==> src/rtl/bp_pkg.sv <==
// rtl/bp_pkg.sv - branch-type encodings and counter helpers for the gshare BTB
package bp_pkg;

  localparam logic [1:0] BR_COND = 2'b00;
  localparam logic [1:0] BR_JAL  = 2'b01;
  localparam logic [1:0] BR_JALR = 2'b10;
  localparam logic [1:0] BR_RSVD = 2'b11;

  function automatic int unsigned weak_taken(input int unsigned bits);
    return 32'd1 << (bits - 1);
  endfunction

  function automatic int unsigned weak_not_taken(input int unsigned bits);
    return (32'd1 << (bits - 1)) - 32'd1;
  endfunction

endpackage

==> src/rtl/sat_counter_next.sv <==
// rtl/sat_counter_next.sv - saturating up/down counter next-state
module sat_counter_next #(
  parameter int CTR_BITS = 2
) (
  input  logic [CTR_BITS-1:0] cur,
  input  logic                taken,
  output logic [CTR_BITS-1:0] next
);

  localparam logic [CTR_BITS-1:0] CTR_MAX = {CTR_BITS{1'b1}};

  always_comb begin
    next = cur;
    if (taken) begin
      if (cur != CTR_MAX) next = cur + 1'b1;
    end else begin
      if (cur != '0) next = cur - 1'b1;
    end
  end

endmodule

==> src/rtl/gshare_btb_gen.sv <==
// rtl/gshare_btb_gen.sv - gshare predictor + BTB with speculative GHR and recovery
module gshare_btb_gen
  import bp_pkg::*;
#(
  parameter int IDX_BITS = 5,
  parameter int GHR_BITS = 5,
  parameter int CTR_BITS = 2,
  parameter int TAG_BITS = 25
) (
  input  logic                clk,
  input  logic                reset,
  input  logic [31:0]         if_pc,
  input  logic                if_fire,
  output logic [31:0]         pred_pc,
  output logic                pred_hit,
  output logic                pred_taken,
  output logic [GHR_BITS-1:0] pred_ghr,
  input  logic                upd_valid,
  input  logic [31:0]         upd_pc,
  input  logic [GHR_BITS-1:0] upd_ghr,
  input  logic [1:0]          upd_type,
  input  logic                upd_taken,
  input  logic [31:0]         upd_target,
  input  logic                upd_mispredict,
  output logic [31:0]         stat_lookups,
  output logic [31:0]         stat_mispredicts
);

  localparam int ENTRIES = 1 << IDX_BITS;
  localparam logic [CTR_BITS-1:0] CTR_WT  = CTR_BITS'(weak_taken(CTR_BITS));
  localparam logic [CTR_BITS-1:0] CTR_WNT = CTR_BITS'(weak_not_taken(CTR_BITS));

  logic                valid_q  [ENTRIES];
  logic [TAG_BITS-1:0] tag_q    [ENTRIES];
  logic [31:0]         target_q [ENTRIES];
  logic [1:0]          type_q   [ENTRIES];
  logic [CTR_BITS-1:0] ctr_q    [ENTRIES];
  logic [GHR_BITS-1:0] ghr_q, ghr_d;

  logic [IDX_BITS-1:0] lk_idx, up_idx;
  logic [TAG_BITS-1:0] lk_tag, up_tag;
  logic                lk_jump, up_hit;
  logic [CTR_BITS-1:0] ctr_next;
  logic                unused_bits;

  assign unused_bits = ^{if_pc[1:0], upd_pc[1:0]};

  assign lk_idx = if_pc[IDX_BITS+1:2] ^ IDX_BITS'(ghr_q);
  assign lk_tag = if_pc[IDX_BITS+1+TAG_BITS:IDX_BITS+2];
  assign up_idx = upd_pc[IDX_BITS+1:2] ^ IDX_BITS'(upd_ghr);
  assign up_tag = upd_pc[IDX_BITS+1+TAG_BITS:IDX_BITS+2];

  assign pred_hit   = valid_q[lk_idx] && (tag_q[lk_idx] == lk_tag);
  assign lk_jump    = (type_q[lk_idx] == BR_JAL) || (type_q[lk_idx] == BR_JALR);
  assign pred_taken = pred_hit && (lk_jump || ctr_q[lk_idx][CTR_BITS-1]);
  assign pred_pc    = pred_taken ? target_q[lk_idx] : if_pc + 32'd4;
  assign pred_ghr   = ghr_q;

  assign up_hit = valid_q[up_idx] && (tag_q[up_idx] == up_tag);

  sat_counter_next #(.CTR_BITS(CTR_BITS)) u_ctr_next (
    .cur   (ctr_q[up_idx]),
    .taken (upd_taken),
    .next  (ctr_next)
  );

  // The truncating cast drops the oldest bit, which also covers GHR_BITS == 1.
  always_comb begin
    ghr_d = ghr_q;
    if (if_fire && pred_hit && type_q[lk_idx] == BR_COND)
      ghr_d = GHR_BITS'({ghr_q, pred_taken});
    if (upd_valid && upd_mispredict)
      ghr_d = (upd_type == BR_COND) ? GHR_BITS'({upd_ghr, upd_taken}) : upd_ghr;
  end

  always_ff @(posedge clk) begin
    if (reset) begin
      ghr_q            <= '0;
      stat_lookups     <= '0;
      stat_mispredicts <= '0;
    end else begin
      ghr_q <= ghr_d;
      if (if_fire) stat_lookups <= stat_lookups + 32'd1;
      if (upd_valid && upd_mispredict) stat_mispredicts <= stat_mispredicts + 32'd1;
    end
  end

  always_ff @(posedge clk) begin
    if (reset) begin
      for (int i = 0; i < ENTRIES; i++) begin
        valid_q[i]  <= 1'b0;
        tag_q[i]    <= '0;
        target_q[i] <= '0;
        type_q[i]   <= BR_COND;
        ctr_q[i]    <= CTR_WNT;
      end
    end else if (upd_valid && upd_type != BR_RSVD) begin
      if (up_hit) begin
        ctr_q[up_idx] <= ctr_next;
        if (upd_taken) begin
          target_q[up_idx] <= upd_target;
          type_q[up_idx]   <= upd_type;
        end
      end else if (upd_taken) begin
        valid_q[up_idx]  <= 1'b1;
        tag_q[up_idx]    <= up_tag;
        target_q[up_idx] <= upd_target;
        type_q[up_idx]   <= upd_type;
        ctr_q[up_idx]    <= CTR_WT;
      end
    end
  end

endmodule

==> config.mk <==
export PLATFORM = sky130hd
export DESIGN_NAME = gshare_btb_gen
export DESIGN_NICKNAME = d
export VERILOG_FILES = /design/src/rtl/bp_pkg.sv /design/src/rtl/sat_counter_next.sv /design/src/rtl/gshare_btb_gen.sv
export SDC_FILE = /design/constraint.sdc
export NUM_CORES = 2
export LEC_CHECK = 0
export CAP_MARGIN = 20
export CELL_PAD_IN_SITES_DETAIL_PLACEMENT = 2
export CELL_PAD_IN_SITES_GLOBAL_PLACEMENT = 2
export CORE_ASPECT_RATIO = 1.75
export CORE_MARGIN = 2
export CORE_UTILIZATION = 43
export CTS_BUF_LIST = sky130_fd_sc_hd__clkbuf_8
export CTS_CLUSTER_DIAMETER = 40
export DETAILED_ROUTE_END_ITERATION = 6
export PLACE_DENSITY_LB_ADDON = 0.1
export SLEW_MARGIN = 20
export SYNTH_ARGS = -nofsm -noshare
export SYNTH_HDL_FRONTEND = slang
export SYNTH_SLANG_ARGS = --single-unit
==> constraint.sdc <==
create_clock -name clk -period 6.7 [get_ports clk]
set_clock_uncertainty 0.1 [all_clocks]
set_input_delay 1.34 -clock clk [delete_from_list [all_inputs] [get_ports clk]]
set_output_delay 1.34 -clock clk [all_outputs]
set_load 0.005 [all_outputs]
After elaboration in Yosys (flattened, before gate mapping):

Memory sizes are Yosys's and may differ from the RTL's.
Cells that the tools add are included.
W data, S select, Z words.

* register bits after elaboration: 69
* latch bits: 0
* memory bits (writable): 1984
* memory bits (read-only): 0
* output and inout port bits: 103
* word-level logic and storage cells: 82
* memories: 5

* add/sub/neg operators: 5
* multipliers: 0
* divide/modulo/power cells: 0
* order comparisons: 0
* eq/ne operators: 6
* shifts and indexed selects: 0
* muxes and demuxes: 40
* bitwise logic cells: 5
* reduce and logical (&&, ||, !) cells: 18

Memories
* target_q: depth 32, bits a word 32, read ports 1, clocked after Yosys merged registers in 0, wr ports 32, RTL line gshare_btb_gen.sv:35 `logic [31:0] target_q [ENTRIES];`
* tag_q: depth 32, bits a word 25, read ports 2, clocked after Yosys merged registers in 0, wr ports 32, RTL line gshare_btb_gen.sv:34 `logic [TAG_BITS-1:0] tag_q [ENTRIES];`
* ctr_q: depth 32, bits a word 2, read ports 2, clocked after Yosys merged registers in 0, wr ports 32, RTL line gshare_btb_gen.sv:37 `logic [CTR_BITS-1:0] ctr_q [ENTRIES];`
* type_q: depth 32, bits a word 2, read ports 1, clocked after Yosys merged registers in 0, wr ports 32, RTL line gshare_btb_gen.sv:36 `logic [1:0] type_q [ENTRIES];`
* valid_q: depth 32, bits a word 1, read ports 2, clocked after Yosys merged registers in 0, wr ports 32, RTL line gshare_btb_gen.sv:33 `logic valid_q [ENTRIES];`

Operators by type and width (count)
* $mux W32: 3
* $add A32 B1 Y32 const B: 2
* $eq A25 B25 Y1: 2
* $mux W5: 8
* $add A32 B3 Y32 const B: 1
* $reduce_or A32 Y1: 1
* $mux W25: 1
* $reduce_or A25 Y1: 1
* $mux W1: 21
* $mux W2: 7
* $xor A5 B5 Y5: 2
* $logic_and A1 B1 Y1: 7
* $logic_not A2 Y1: 2
* $ne A2 B2 Y1 const B: 2
* $reduce_bool A2 Y1: 2
* $reduce_or A2 Y1: 2
* $or A1 B1 Y1: 3
* $add A2 B1 Y2 const B: 1
* $eq A2 B1 Y1 const B: 1
* $eq A2 B2 Y1 const B: 1
* $logic_or A1 B1 Y1: 2
* $sub A2 B1 Y2 const B: 1
* $reduce_or A1 Y1: 1

Longest topological paths before layout:

An unclocked memory read counts as a cell.

* depth in word-level cells: 11
* mapped depth: 18
* gate-level depth less buffers: 10

Hierarchy:

From an unflattened synthesis, not the netlist that was laid out.

* cells, all modules: 7130
* area, all modules: 99500.4 um2

By module, submodules not included
* gshare_btb_gen: instances 1, cells each 7127, area an instance 99474.2 um2, sequential area each 60638.2 um2
* sat_counter_next: instances 1, cells each 3, area an instance 26.3 um2, sequential area each 0.0 um2

Least setup slack after synthesis:

OpenSTA, ideal clock, no wires.

* kind: input port to output port
* start: input port if_pc[3]
* end: output port pred_pc[10]
* arrival: 5478 ps
* slack: -218 ps
* stages on the path: 18
* buffers on the path: 10
* cell sequence: buf_4 -> xor2_4 -> buf_6 -> buf_4 -> buf_4 -> buf_2 -> buf_2 -> clkbuf_1 -> clkbuf_1 -> mux4_2 -> mux4_2 -> mux2i_1 -> ha_1 -> a211oi_1 -> or2_1 -> buf_6 -> buf_12 -> mux2i_1

* word-level cells in the longest chain between the ends: 7

Ends and longest elaborated chain
* start, declared: RTL line gshare_btb_gen.sv:12 `input logic [31:0] if_pc,`
* parallel branches: the longest is 6 deep, another holds $mem_v2 Z32 W25
* $mux W32 *: RTL line gshare_btb_gen.sv:56 `assign pred_pc = pred_taken ? target_q[lk_idx] : if_pc + 32'd4;`
* end, declared: RTL line gshare_btb_gen.sv:14 `output logic [31:0] pred_pc,`

Every way passes the cells marked *.

Final worst setup path:

* start: input port if_pc[4]
* end: output port pred_pc[4]

The elaborated chain is that of the path after synthesis.

==> key figures <==
Run status
  • Status: finished with violations
  • Failing checks: negative setup slack

Clock tree
  • TritonCTS Buffers: 338
  • H-tree levels: 5
  • CTS clock-pin slew for the worst setup and hold paths: 0.07 ns
  • Skew-Pair Late Insertion Delay: 1.07 ns
  • Sink Count: 2,053
  • Clk buf depth: 4
  • CTS tree: yes
  • Root Buffer Master: clkbuf_8

Routing
  • Post-DRT Antenna Nets: 0
  • Residual DRC: 0
  • Via total after detailed routing: 75,900
  • Vias/cell: 6.82
  • Routed WL: 490 mm
  • Starting DRT DRC Count: 10,600
  • WL/cell: 44.1 um
  • Drt pass-1 iters: 5

Hold path
  • Hold WC Path Type: reg -> reg
  • Worst Hold Launch: pred_ghr[2]$_SDFFE_PP0P_

Finish
  • Fill cells: 21,700
  • Net count, final: 7,823
  • Final Util: 50.9%
  • Layout cells sized above 1: 26.5%
  • Syn-to-layout area delta: 18.1%

Worst setup path
  • Largest stage delay on the critical path: 0.52 ns
  • Worst Setup SP: if_pc[4]
  • Worst-path cell chain: dlygate4sd2_1, buf_12, buf_4, xnor2_4, buf_12, buf_8, nor3_1, buf_4, a22oi_2, nand4_1, xor2_2, a2111oi_4, nand4_1, buf_4, or4b_4, or2_4, buf_6, mux2i_2, buf_2
  • Crit Path Class: in -> out
  • Crit Path Max Fanout: 20
  • CP Data Required Time: 5.26 ns
  • Slowest CP cell: or4b_4
  • CP Capture Type: output pin
  • Worst EP arrival: 5.77 ns
  • Delay-heaviest family, CP: buffers and inverters
  • CP Buf/Inv Count: 9
  • R2r startpoint: pred_ghr[0]$_SDFFE_PP0P_
  • Startpoint Class: primary input
  • Most used cell, CP: buf_4

STA
  • Final setup margin: -0.514 ns
  • # setup viols final: 33
  • Final hold vios: 0
  • Tcrit/Tclk final: 108%
  • Highest Clock Rate: 0.139 GHz
  • Relative slew margins: 13.2%
  • Max-slew violations: 0
  • RSZ-0062 raised after global routing: yes
  • Hold slack: 0.369 ns
  • Slew of the pin with the lowest slew margin: 1.30 ns
  • Final total negative setup slack: -14.70 ns
  • Min Clock Period, post-route: 7.21 ns

GRT
  • Pin count of the biggest net entering global routing: 341
  • Vias in the first global route: 80,000
  • GRT Resource Usage Total: 40.6%
  • Global route overflow: 0
  • First-pass GRT wire length: 665 mm
  • Initial antenna violation count: 88

Placement
  • Post-DP HPWL: 308 mm
  • Routability cong.: 0.995
  • Port Buffers: 209
  • DP Worst Slack: -1.51 ns

Power
  • LEAKAGE: 45.1 nW
  • PwrDens: 261 mW/mm2
  • Peak VDD IR: 0.000162 V
  • Tot Pwr: 31.3 mW

Floorplanning
  • Site row count: 236
  • Die W: 371 um
  • Die Y-Extent: 647 um
  • Die Footprint: 0.240 mm2
  • Initial Util: 43.1%
  • Core area: 0.236 mm2
  • Top Ports: 212

Yosys
  • Mapped Cells: 7,161
  • Ys flop type: edfxtp_1
  • Avg Inst Size Synth: 14.2 um2
  • Largest cells by area after synthesis: edfxtp_1 58%, mux4_2 14%, and2_1 6.8%
  • Cell variety after synth: 78
  • Net Count, Synth: 7,274
  • Ys async rst share: 0%
  • Ys Warns: 0
  • Synth Register Bits: 2,053
  • Post-synth EDFFs: 1,952
  • Register area share after synthesis: 59.7%
  • Area leader, netlist: edfxtp_1
  • Proportion of netlist area held by the largest area contributor: 57.7%
  • Mapped Area: 0.102 mm2

Run
  • Max Cap Viol: 0
[metrics by stage]
step / std cells / instance area (um2)
final: 11100 / 120000
after global placement: 10400 / 113000
after CTS: 11000 / 120000
after global routing: 11100 / 120000
after floorplan: 7161 / 102000
after detailed placement: 10400 / 113000
[state kept, by name (all words and copies together) (netlist names)]
register	flops
stat_mispredicts	32
stat_lookups	32
valid_q	32
type_q	64
pred_ghr	5
tag_q	800
ctr_q	64
target_q	1024
[worst paths after layout]
kind                                    to  slack, ns  depth (start not counted)
setup / recovery                pred_pc[4]      -0.51                         19
setup reg to reg  pred_ghr[1]$_SDFFE_PP0P_       1.59                         14
hold reg to reg   pred_ghr[2]$_SDFFE_PP0P_       0.37                          2
hold / removal    pred_ghr[2]$_SDFFE_PP0P_       0.37                          2
[synthesized netlist by cell type (all sizes together), types with 34 or more instances]
library cell / count
buf: 174
a31oi: 44
nand2: 404
nand3: 157
mux4: 678
xnor2: 58
o22ai: 111
xor2: 74
and2: 1100
nor2: 145
mux2i: 93
nand4: 50
a311oi: 37
nor4: 34
a21o: 37
dfxtp: 101
a21oi: 34
a22oi: 49
clkbuf: 605
nor3: 95
and3: 852
edfxtp: 1952
o21ai: 98
[where the power goes]
group	switching (mW)	internal [mW]	leakage (nW)	total, mW
clock	5.56	5.42	3.52	11.0
sequential	0.323	14.7	19.3	15.0
combinational	3.24	2.09	22.3	5.33
[logic make-up after synthesis]
family,after synthesis,share of synthesized area [%]
simple gates,2913,16.4
compound gates,486,3.22
xor+xnor,132,1.16
mux,778,16.2
buf+inv,795,3.38
fa+ha+maj,4,0.0492
flops,2053,59.7
[timing repair]
action,in CTS,in global routing
setup endpoints to repair,34,34
hold buffers,0,0
gates cloned,4,0
pin swaps,34,12
buffers inserted,39,7
gates resized for setup,262,22
[routing by layer]
layer	vias to the layer above	global-route usage [%]	part of all wire, %
met3	1804	8.89	9.7
li1	28600	-	-
met2	5381	67.6	49
met5	-	0	0.019
met4	14	32.0	9.1
met1	40100	44.9	32
[worst register-to-register path, cell delays in order, from the launching register on]
cell and delay (ns):
dfxtp_4 0.36, buf_12 0.15, buf_4 0.21, xnor2_2 0.35, buf_8 0.38, mux4_2 0.69
mux4_2 0.51, mux2i_1 0.17, ha_1 0.20, nand2_1 0.43, or4_1 0.60, nor4_1 0.29
buf_4 0.32, o21ai_0 0.13, o21ai_0 0.13
[layout by cell type (no fill, tap or decap), drive strengths merged, types with 50 or more instances in the layout]
cell and n:
edfxtp 1952, and2 1100, and3 852, buf 826
mux4 678, nand2 404, clkbuf 354, clkdlybuf4s50 159
nand3 157, nor2 145, clkinv 124, o22ai 111
inv 106, dfxtp 101, o21ai 98, nor3 95
mux2i 93, xor2 74, diode 69, xnor2 58
nand4 50
[layout make-up]
type,instances,area (um2),area share [%]
Sequential cell,2053,60600,50.5
Multi-Input combinational cell,4313,38800,32.3
Timing Repair Buffer,991,10200,8.52
Clock buffer,353,4860,4.05
Tap cell,3094,3870,3.23
Clock inverter,237,1370,1.14
Antenna cell,69,173,0.144
Inverter,13,51.3,0.0428
Power figures use the tool's default switching activity.
